### config.mk
export PLATFORM = sky130hd
export DESIGN_NAME = serial_adder
export DESIGN_NICKNAME = d
export VERILOG_FILES = /design/src/rtl/serial_adder.sv
export SDC_FILE = /design/constraint.sdc
export NUM_CORES = 1
export LEC_CHECK = 0
export CORE_MARGIN = 8
export CORE_UTILIZATION = 41
export CTS_BUF_LIST = sky130_fd_sc_hd__clkbuf_4 sky130_fd_sc_hd__clkbuf_8
export DETAILED_ROUTE_END_ITERATION = 7
export PLACE_DENSITY = 0.77
export SLEW_MARGIN = 20
export SYNTH_ARGS = -nofsm -noshare
export SYNTH_HDL_FRONTEND = slang
export SYNTH_SLANG_ARGS = --single-unit
export TNS_END_PERCENT = 100
### constraint.sdc
create_clock -name clk -period 1.5 [get_ports clk]
set_clock_uncertainty 0.1 [all_clocks]
set_input_delay 0.3 -clock clk [delete_from_list [all_inputs] [get_ports clk]]
set_output_delay 0.3 -clock clk [all_outputs]
set_load 0.02 [all_outputs]
### src/rtl/serial_adder.sv
// ---------------------------------------------------------------------------
// serial_adder
//
// Bit-serial N-bit adder. One 1-bit full adder cell (sumcomp) is reused for
// every bit position: each RUN cycle it sees one operand bit pair plus the
// registered carry. The sum bit is shifted into a result register and the
// carry-out is registered for the next bit. One addition takes N RUN cycles
// plus a DONE cycle that publishes the result.
//
// Parameters:
//   N      operand/result width in bits (N >= 2), default 8
//
// Ports:
//   clk    in   1  system clock, rising-edge active
//   rst_n  in   1  asynchronous active-low reset
//   start  in   1  request a new addition, sampled when not busy
//   a      in   N  operand A, captured on accepted start
//   b      in   N  operand B, captured on accepted start
//   cin    in   1  carry-in, captured on accepted start
//   busy   out  1  high while operand bits are being processed
//   done   out  1  one-cycle pulse when sum/cout (and ovf) are valid
//   sum    out  N  result, held until the next done
//   cout   out  1  final carry-out, held until the next done
//   ovf    out  1  signed overflow (only with SERIAL_ADDER_OVF_EN defined)
//
// Configuration macro:
//   SERIAL_ADDER_OVF_EN  adds the ovf output and its capture logic.
// ---------------------------------------------------------------------------

// ---------------------------------------------------------------------------
// sumcomp
//
// 1-bit full adder cell.
//
// Ports:
//   xi  in   1  operand bit x
//   yi  in   1  operand bit y
//   ci  in   1  carry in
//   Si  out  1  sum bit
//   Co  out  1  carry out
// ---------------------------------------------------------------------------
module sumcomp (
    input  logic xi,
    input  logic yi,
    input  logic ci,
    output logic Si,
    output logic Co
);

    assign Si = xi ^ yi ^ ci;
    assign Co = (xi & yi) | (ci & (xi ^ yi));

endmodule

module serial_adder #(
    parameter int N = 8
) (
    input  logic         clk,
    input  logic         rst_n,
    input  logic         start,
    input  logic [N-1:0] a,
    input  logic [N-1:0] b,
    input  logic         cin,
    output logic         busy,
    output logic         done,
    output logic [N-1:0] sum,
    output logic         cout
`ifdef SERIAL_ADDER_OVF_EN
    ,
    output logic         ovf
`endif
);

    localparam int CW = $clog2(N);
    localparam logic [CW-1:0] LAST = CW'(N - 1);

    typedef enum logic [1:0] {
        IDLE,
        RUN,
        DONE
    } state_t;

    state_t state;
    state_t next_state;

    logic [N-1:0]  opa;
    logic [N-1:0]  opb;
    logic [N-1:0]  acc;
    logic          carry;
    logic [CW-1:0] cnt;

    logic load;
    logic shift;
    logic finish;

    logic bit_sum;
    logic bit_carry;

    // The single full-adder cell always looks at the current LSBs and the
    // registered carry; its outputs are only used while shifting.
    sumcomp u_sumcomp (
        .xi (opa[0]),
        .yi (opb[0]),
        .ci (carry),
        .Si (bit_sum),
        .Co (bit_carry)
    );

    // State register.
    always_ff @(posedge clk or negedge rst_n) begin
        if (!rst_n) begin
            state <= IDLE;
        end else begin
            state <= next_state;
        end
    end

    // Next-state and datapath control. DONE accepts a new start directly so
    // that additions can run back to back without passing through IDLE.
    always_comb begin
        next_state = state;
        load       = 1'b0;
        shift      = 1'b0;
        finish     = 1'b0;
        case (state)
            IDLE: begin
                if (start) begin
                    load       = 1'b1;
                    next_state = RUN;
                end
            end
            RUN: begin
                shift = 1'b1;
                if (cnt == LAST) begin
                    next_state = DONE;
                end
            end
            DONE: begin
                finish = 1'b1;
                if (start) begin
                    load       = 1'b1;
                    next_state = RUN;
                end else begin
                    next_state = IDLE;
                end
            end
            default: begin
                next_state = IDLE;
            end
        endcase
    end

    // busy comes straight from the state register, so no input reaches it
    // combinationally.
    assign busy = (state == RUN);

    // Operand/result shifting and result publication. When DONE also accepts
    // a new start, load overwrites the carry while finish still publishes
    // the old one; non-blocking semantics keep the two apart.
    always_ff @(posedge clk or negedge rst_n) begin
        if (!rst_n) begin
            opa   <= '0;
            opb   <= '0;
            acc   <= '0;
            carry <= 1'b0;
            cnt   <= '0;
            done  <= 1'b0;
            sum   <= '0;
            cout  <= 1'b0;
        end else begin
            done <= finish;
            if (load) begin
                opa   <= a;
                opb   <= b;
                carry <= cin;
                cnt   <= '0;
            end else if (shift) begin
                acc   <= {bit_sum, acc[N-1:1]};
                carry <= bit_carry;
                opa   <= {1'b0, opa[N-1:1]};
                opb   <= {1'b0, opb[N-1:1]};
                cnt   <= cnt + CW'(1);
            end
            if (finish) begin
                sum  <= acc;
                cout <= carry;
            end
        end
    end

`ifdef SERIAL_ADDER_OVF_EN
    logic msb_carry_in;

    // Signed overflow is carry-into-MSB xor carry-out-of-MSB. The carry
    // into the MSB is the carry register during the last RUN cycle, so it
    // is snapshotted there; the carry out is the carry register in DONE.
    always_ff @(posedge clk or negedge rst_n) begin
        if (!rst_n) begin
            msb_carry_in <= 1'b0;
            ovf          <= 1'b0;
        end else begin
            if (shift && (cnt == LAST)) begin
                msb_carry_in <= carry;
            end
            if (finish) begin
                ovf <= msb_carry_in ^ carry;
            end
        end
    end
`endif

endmodule

==> flow_summary_export.csv, run 1 <==
group,metric,value,unit
critical_path,worstPathRequired,1590,ps
layout,final_core_util,0.5445,
grt,grt_pass1_wl,6492,um
floorplan,die_h,83.09,um
route,first_pass_iters,4,
yosys,yosys-top-cells-count,"dfrtp_1 (40), nand2_1 (25), nor2_1 (12)",
yosys,synth_most_common_cell,"dfrtp_1",
floorplan,fp.coreArea,4354,um^2
sta,tightest_slew,277.1,ps
worst_hold_path,hold_depth,2,
grt,grt_antenna_before_repair,0,
route,drt.antenna.violating_nets,0,
critical_path,crit_cells,4,
power_and_ir_drop,power.density,2019,nW/um^2
sta,min_period_over_period,0.9791,
clocking,cts-htree-levels,2,
clocking,cts_tree,"built",
critical_path,worst-path-buf-inv,0,
sta,holdWs,374.7,ps
yosys,avgSynthCellArea,11.83,um^2
floorplan,rows,24,
critical_path,cp_slowest_stage_delay,390,ps
critical_path,path_cells,"ha_2 > ha_1 > mux2_2 > a22o_1",
yosys,synth.net_count,179,
place,gp_congestion,0.7172,
grt,grt-ovfl-total,0,
power_and_ir_drop,irDropWorstVdd,0.8134,mV
yosys,synth.area.top_cells,"dfrtp_1 (54%), mux2_4 (7.3%), nor3_2 (5.4%), nand2_1 (5.1%), o22ai_1 (3.4%)",
place,dp_cells,237,
clocking,cts-buffers-inserted,5,
yosys,yosys.area.top_type_share,0.5424,
sta,hold_violations,0,
yosys,yosysWarnings,0,
clocking,cts-root-buf,"clkbuf_8",
run_status,status,"finished, final reports clean",
sta,max_freq,680.9,MHz
sta,final-setup-viol-count,0,
layout,diodes,0,
critical_path,crit_slowest_cell,"dfrtp_1",
critical_path,worst-setup-path-type,"reg -> reg",
route,wl,3533,um
route,remaining_drc_errors,0,
grt,grt_max_degree,41,
critical_path,endpoint_kind,"flop",
floorplan,start_util,0.4239,
place,dp_hpwl,2426,um
yosys,synthFlopType,"dfrtp_1",
layout,drive_gt1_frac,0.2487,
sta,rsz0062_at_grt,"true",
floorplan,io-pin-count,31,
route,dr_total_vias,1261,
yosys,synthCells,156,
yosys,ys_types,26,
sta,slew_headroom,0.8152,
clocking,cts.reportedPaths.clkPinSlew,80,ps
critical_path,path_delay_family,"adder cells",
yosys,ys_seq_area_frac,0.5424,
worst_hold_path,hold_class,"reg -> reg",
critical_path,crit_arrival,1550,ps
power_and_ir_drop,leakage,1.122,nW
route,via_per_inst,5.064,
grt,grt_usage,0.1145,
layout,area.growth.synth_to_final,28.47,%
floorplan,dieArea,6904,um^2
yosys,synth_edf_count,0,
place,port_buffers,30,
route,drt_iter0_markers,39,
power_and_ir_drop,p_total,4.786,mW
clocking,clockBufferDepth,2,
floorplan,die_w,83.09,um
critical_path,worst-path-max-fanout,2,
grt,grt_pass1_vias,1357,
clocking,worst_skew_pair.late_latency,300,ps
flow_run,maxCapViolations,0,
critical_path,reg2regPathDepth,4,
layout,nets,219,
yosys,synth_area,1846,um^2
sta,drv_slew,0,
yosys,synth_top_area_cell,"dfrtp_1",
clocking,cts.sinks,40,
yosys,synth_seq_cells,40,
route,detail_route.wl_per_cell,14.19,um
yosys,synthArstFlopShare,1.000,
critical_path,cp-start-kind,"flop",
layout,fin_cells,249,
sta,period_minus_slack,1469,ps
metal layers:
metal  global-route usage  wire length (um)  up-vias
li1                     -                 -      619
met1               0.1395              1611      611
met5                    0                 0        -
met2               0.1740              1655       25
met3              0.05273               210        6
met4              0.03834                55        0
placed cells by master, fill, tap and decap left out, types with 2 or more instances in the layout:
cell type / netlist / final
clkdlybuf4s50_1: 0 / 18
mux2i_1: 5 / 5
o21ai_0: 3 / 3
nor3_2: 10 / 10
buf_4: 4 / 9
a211oi_1: 4 / 4
dfrtp_1: 40 / 40
dlygate4sd2_1: 0 / 10
mux2_4: 9 / 9
o22ai_1: 10 / 10
a21oi_1: 4 / 4
nand2_1: 25 / 25
nand2b_4: 2 / 2
nor2b_1: 4 / 4
clkbuf_8: 0 / 6
nand3_1: 3 / 3
buf_2: 3 / 2
mux2_2: 2 / 2
buf_12: 0 / 3
nor2_1: 12 / 12
a22o_1: 3 / 3
per-stage QoR:
stage | setup TNS [ps] | setup slack [ps] | cell area (um^2)
CTS | 0 | 10.89 | 2350
detailed placement | -523.9 | -50.13 | 2228
floorplan | 0 | 50.73 | 1846
global route | -16.43 | -16.43 | 2371
finish | 0 | 31.31 | 2371
global placement | -267.9 | -33.33 | 2228
where the power goes:
part	leakage, nW	switching (mW)	internal [mW]
logic	0.563	0.962	0.989
clock network	0.0614	0.391	0.544
registers	0.498	0.339	1.56
sequential cells by signal, summed over array words and instances (netlist names):
name / cells
done: 1
sum: 8
cnt: 3
cout: 1
acc: 8
opb: 8
carry: 1
opa: 8
state: 2
worst reg2reg max path, delay by kind of cell, from the launching register on:
family                     cells  cell delay, ps
AOI/OAI and AO/OA              1             170
adders and majority gates      2             440
DFF                            1             390
muxes                          1             260
layout make-up:
cell class / count / area [um^2]
timing repair buffer: 44 / 426.7
multi-input combinational: 103 / 749.5
inverter: 2 / 7.507
clock buffer: 6 / 82.58
fill: 377 / 1983
tap: 52 / 65.06
sequential: 40 / 1001
clock inverter: 2 / 38.79
kinds of logic after synthesis:
family	count (synthesis)	share of synthesized area
AO/OA/AOI/OAI	25	0.08746
adder cells (fa/ha/maj)	3	0.02441
buffers and inverters	13	0.05287
flip-flops	40	0.5424
multiplexers	16	0.1125
AND/OR/NAND/NOR	59	0.1803
timing repair:
action	CTS	global route
gates resized for setup	14	2
pin swaps	0	0
endpoints found under the setup margin	12	8
hold buffers	1	0
hold endpoints to repair	40	0
setup buffers	1	2
path summary, 6_finish.rpt:
path	end	start	slack (ps)
setup / recovery	cnt[2]$_DFFE_PN0P_	cnt[0]$_DFFE_PN0P_	30
hold / removal	acc[0]$_DFFE_PN0P_	acc[0]$_DFFE_PN0P_	370
setup reg to reg	cnt[2]$_DFFE_PN0P_	cnt[0]$_DFFE_PN0P_	30
hold reg to reg	acc[0]$_DFFE_PN0P_	acc[0]$_DFFE_PN0P_	370
max in group asynchronous	opb[0]$_DFFE_PN0P_	rst_n	700
min in group asynchronous	sum[3]$_DFFE_PN0N_	rst_n	410
Note: power is estimated with default switching activity, not from simulation.
==> inputs of run 2 (changes only) <==
--- a/config.mk
+++ b/config.mk
@@ -8,6 +8,7 @@
 export CORE_MARGIN = 8
 export CORE_UTILIZATION = 41
 export CTS_BUF_LIST = sky130_fd_sc_hd__clkbuf_4 sky130_fd_sc_hd__clkbuf_8
+export CTS_CLUSTER_DIAMETER = 40
 export DETAILED_ROUTE_END_ITERATION = 7
 export PLACE_DENSITY = 0.77
 export SLEW_MARGIN = 20
==> results of run 2 <==
Final layout, timing and power as in run 1 (identical DEF).
==> inputs of run 3 (changes only) <==
--- a/config.mk
+++ b/config.mk
@@ -5,6 +5,7 @@
 export SDC_FILE = /design/constraint.sdc
 export NUM_CORES = 1
 export LEC_CHECK = 0
+export CAP_MARGIN = 20
 export CORE_MARGIN = 8
 export CORE_UTILIZATION = 41
 export CTS_BUF_LIST = sky130_fd_sc_hd__clkbuf_4 sky130_fd_sc_hd__clkbuf_8
==> results of run 3 <==
Final layout, timing and power as in run 1 (identical DEF).
==> edit 1 (settings of run 3) <==
The output `done` loses its register stage (`done` becomes a continuous assignment). Comments in the files are not updated.
--- a/src/rtl/serial_adder.sv
+++ b/src/rtl/serial_adder.sv
@@ -166,3 +166,2 @@
             cnt   <= '0;
-            done  <= 1'b0;
             sum   <= '0;
@@ -170,3 +169,2 @@
         end else begin
-            done <= finish;
             if (load) begin
@@ -190,2 +188,4 @@
 
+    assign done = finish;
+
 `ifdef SERIAL_ADDER_OVF_EN
Check against the original RTL: not equivalent (a bounded check fails within 10 cycles, from zero or initial values and one cycle with rst_n low).
==> edit 1 against run 3 <==
Clock power shrank 25%. Area after synthesis shrank 1.4%. Sequential cell count shrank 1. Final area shrank 3.0%. First-iteration DRC count shrank 5.1%. Worst setup slack gained 0.0059 ns. Routed wire length shrank 3.0%. Power shrank 6.0%. Critical path type unchanged.
==> edit 1: results (changes against run 3) <==
Gate power share=0.431 (was 0.408); peak supply drop=0.803 mV (was 0.813 mV); clock-net power=701 uW (was 935 uW); syn_area_per_cell=11.7 um2 (was 11.8 um2); Final Wtd Congestion=0.779 (was 0.717); Seq/Total Area, Yosys=0.536 (was 0.542); status=finished clean (unchanged); Via density=4.96 (was 5.06); global-route wire length before repair=5.56 mm (was 6.49 mm); largest net degree at the start of global routing=25 (was 41); gr usage total=0.106 (was 0.114); top cells by area, synth=dfrtp_1, mux2_4, nor3_2 (unchanged); syn_nets=178 (was 179); Sw Share=0.371 (was 0.354); fin cells=250 (was 249); Worst-Margin Slew=0.378 ns (was 0.277 ns); nets@finish=220 (was 219); Routed WL per cell=13.7 um (was 14.2 um); layout cell share with drive strength beyond 1=0.263 (was 0.249); dpl ws=-0.121 ns (was -0.0501 ns); initial DRC count=37 (was 39); Int Power=2.83 mW (was 3.09 mW); HPWL Detailed=2.46 mm (was 2.43 mm); Commonest cells post-synth=dfrtp_1, nand2_1, nor2_1 (unchanged); leakage=1.08 nW (was 1.12 nW); placed instance area=2200 um2 (was 2230 um2)
## edit 1: cell count changes in the layout (fill, tap and decap cells not counted), sizes merged
| cell | before | now |
|---|---|---|
| dfrtp | 40 | 39 |
| clkbuf | 6 | 5 |
| dlygate4sd2 | 10 | 9 |
| bufinv | 1 | 0 |
| buf | 15 | 18 |
| clkinvlp | 0 | 2 |
## edit 1: repair_timing
action / in CTS / in global routing
pin swaps: 0 / 1
gates resized for setup: 17 / 3
buffers inserted: 0 / 2
endpoints found under the hold margin: 15 / 0
endpoints found under the setup margin: 11 / 3
hold buffers: 1 / 0
gates cloned: 0 / 0
## edit 1: kinds of logic (layout without fill, tap and decap cells)
kind of cell / after synthesis / after routing / share of synthesized area
buffers and inverters: 13 / 56 / 0.0536
adders and majority gates: 3 / 3 / 0.0247
muxes: 16 / 16 / 0.114
DFF: 39 / 39 / 0.536
AOI/OAI and AO/OA: 25 / 25 / 0.0887
and+or+nand+nor: 59 / 59 / 0.183
## edit 1: layout make-up
type	count	area, um2
fillers	394	2020
clock buffers	5	68.8
repair buffers	46	414
clock inverters	3	20.0
flip-flops and latches	39	976
multi-input cells	103	749
well taps	52	65.1
inverters	2	7.51
## edit 1: routing by layer
metal	GRT usage	up-vias	routed length (um)
met3	0.0400	5	222
met1	0.121	595	1530
met5	0	-	0
met2	0.175	25	1630
li1	-	614	-
met4	0.0414	0	41
## edit 1: worst paths after layout
path                       startpoint      to  slack, ns  cells after the start
setup / recovery               cnt[1]  cnt[2]       0.04                      4
hold / removal                  rst_n  sum[3]       0.36                      2
setup reg to reg               cnt[1]  cnt[2]       0.04                      4
hold reg to reg                acc[0]  acc[0]       0.38                      2
max in group asynchronous       rst_n  opb[4]       0.49                      3
min in group clk               acc[0]  acc[0]       0.38                      2
==> edit 2 (flow settings as in run 3) <==
Made on the original files. Add a define of `SERIAL_ADDER_OVF_EN`.
--- a/src/rtl/serial_adder.sv
+++ b/src/rtl/serial_adder.sv
@@ -41,2 +41,4 @@
 // ---------------------------------------------------------------------------
+`define SERIAL_ADDER_OVF_EN
+
 module sumcomp (
Formal check against the unedited RTL (old outputs only; new: ovf): equivalent (Yosys induction, for registers that start in step).
==> edit 2 against run 3 <==
Power is 2.8% lower. Synthesized cell count is 3.8% higher. Worst hold slack better by 0.013 ns. Final area is 0.74% lower. Final cell count is 3.2% higher. Routed wire length is 0.96% lower. Worst setup slack worse by 0.0056 ns. Sequential power is 3% higher. Clock power is 20% lower. Area after synthesis is 1.9% lower. Global-route usage is 0.29 points lower. Sequential share of layout area is 2.4 points higher. Largest cell class unchanged. Sequential cell count is 2 higher.
==> edit 2: results (changes against run 3) <==
status=finished clean (unchanged); Final Wtd Congestion=0.766 (was 0.717); leakage=1.11 nW (was 1.12 nW); HPWL Detailed=2.50 mm (was 2.43 mm); vias in the first global route=1334 (was 1357); Seq/Total Area, Yosys=0.581 (was 0.542); gr usage total=0.112 (was 0.114); synth unique cells=28 (was 26); PortBufs=31 (was 30); met2 Use GR=0.183 (was 0.174); met1 Use GR=0.129 (was 0.139); Via density=5.06 (about the same); initial DRC count=48 (was 39); Commonest cells post-synth=dfrtp_1, nand2_1, nor2_1 (unchanged); Routed WL per cell=13.6 um (was 14.2 um); top_reg_cell synth=dfrtp_1 (unchanged); top cells by area, synth=dfrtp_1, mux2_2, nand2_1 (was dfrtp_1, mux2_4, nor3_2); fill cell count=373 (was 377); Metal-1 WL=1.61 mm (about the same); syn_nets=185 (was 179); met3 wire length=212 um (was 210 um); layout cell share with drive strength beyond 1=0.205 (was 0.249); peak supply drop=0.794 mV (was 0.813 mV); Slew headroom=0.850 (was 0.815); nets@finish=227 (was 219); largest net degree at the start of global routing=43 (was 41); global-route wire length before repair=5.85 mm (was 6.49 mm)
[edit 2: report_power, final]
part,internal (mW),switching (mW)
clock,0.389,0.359
sequential,1.64,0.324
combinational,0.974,0.965
[edit 2: worst min-delay path by stage]
stage	from	to	slack, ns	cells past startpoint
after floorplan	rst_n	acc[0]	-0.1	0
after global placement	rst_n	sum[1]	0.19	2
final	acc[0]	acc[0]	0.39	2
after detailed placement	rst_n	sum[0]	0.19	2
after global routing	rst_n	sum[1]	0.42	3
after CTS	acc[0]	acc[0]	0.39	2
[edit 2: final cells by class]
cell class	count	area, um2	area share
Sequential cell	42	1050	0.447
Multi-Input combinational cell	107	706	0.300
Timing Repair Buffer	46	429	0.182
Clock buffer	7	90.1	0.0383
Tap cell	52	65.1	0.0276
Inverter	2	7.51	0.00319
Clock inverter	1	5.00	0.00213
[edit 2: repair_timing]
item	4_1_cts	5_1_grt
setup endpoints to repair	14	3
hold buffers	1	0
pin swaps	2	1
gates resized for setup	17	4
buffers inserted	1	1
hold endpoints to repair	42	0
cloned	0	0
[edit 2: worst reg2reg max path, delay by kind of cell (launching register included)]
family          cells  cell delay (ns)
fa+ha+maj           2             0.41
mux                 1             0.25
compound gates      1             0.21
flops               1             0.40
[edit 2: stage by stage]
stage                     cell area, um2  hold WS (ns)  power [mW]  setup WS [ns]  cells
after CTS                           2320         0.395        4.64        0.00599    256
after global placement              2220         0.188        3.86        -0.0589    246
after floorplan                     1810       -0.0956        3.24        0.00204    162
after detailed placement            2220         0.190        3.95        -0.0826    246
after global routing                2350         0.420        5.04       -0.00288    257
final                               2350         0.388        4.65         0.0257    257
[edit 2: cell families after synthesis]
family,after synthesis,share of synthesized area
compound gates,26,0.0919
buf+inv,13,0.0380
simple gates,60,0.155
flops,42,0.581
fa+ha+maj,3,0.0249
mux,17,0.104
xor+xnor,1,0.00484
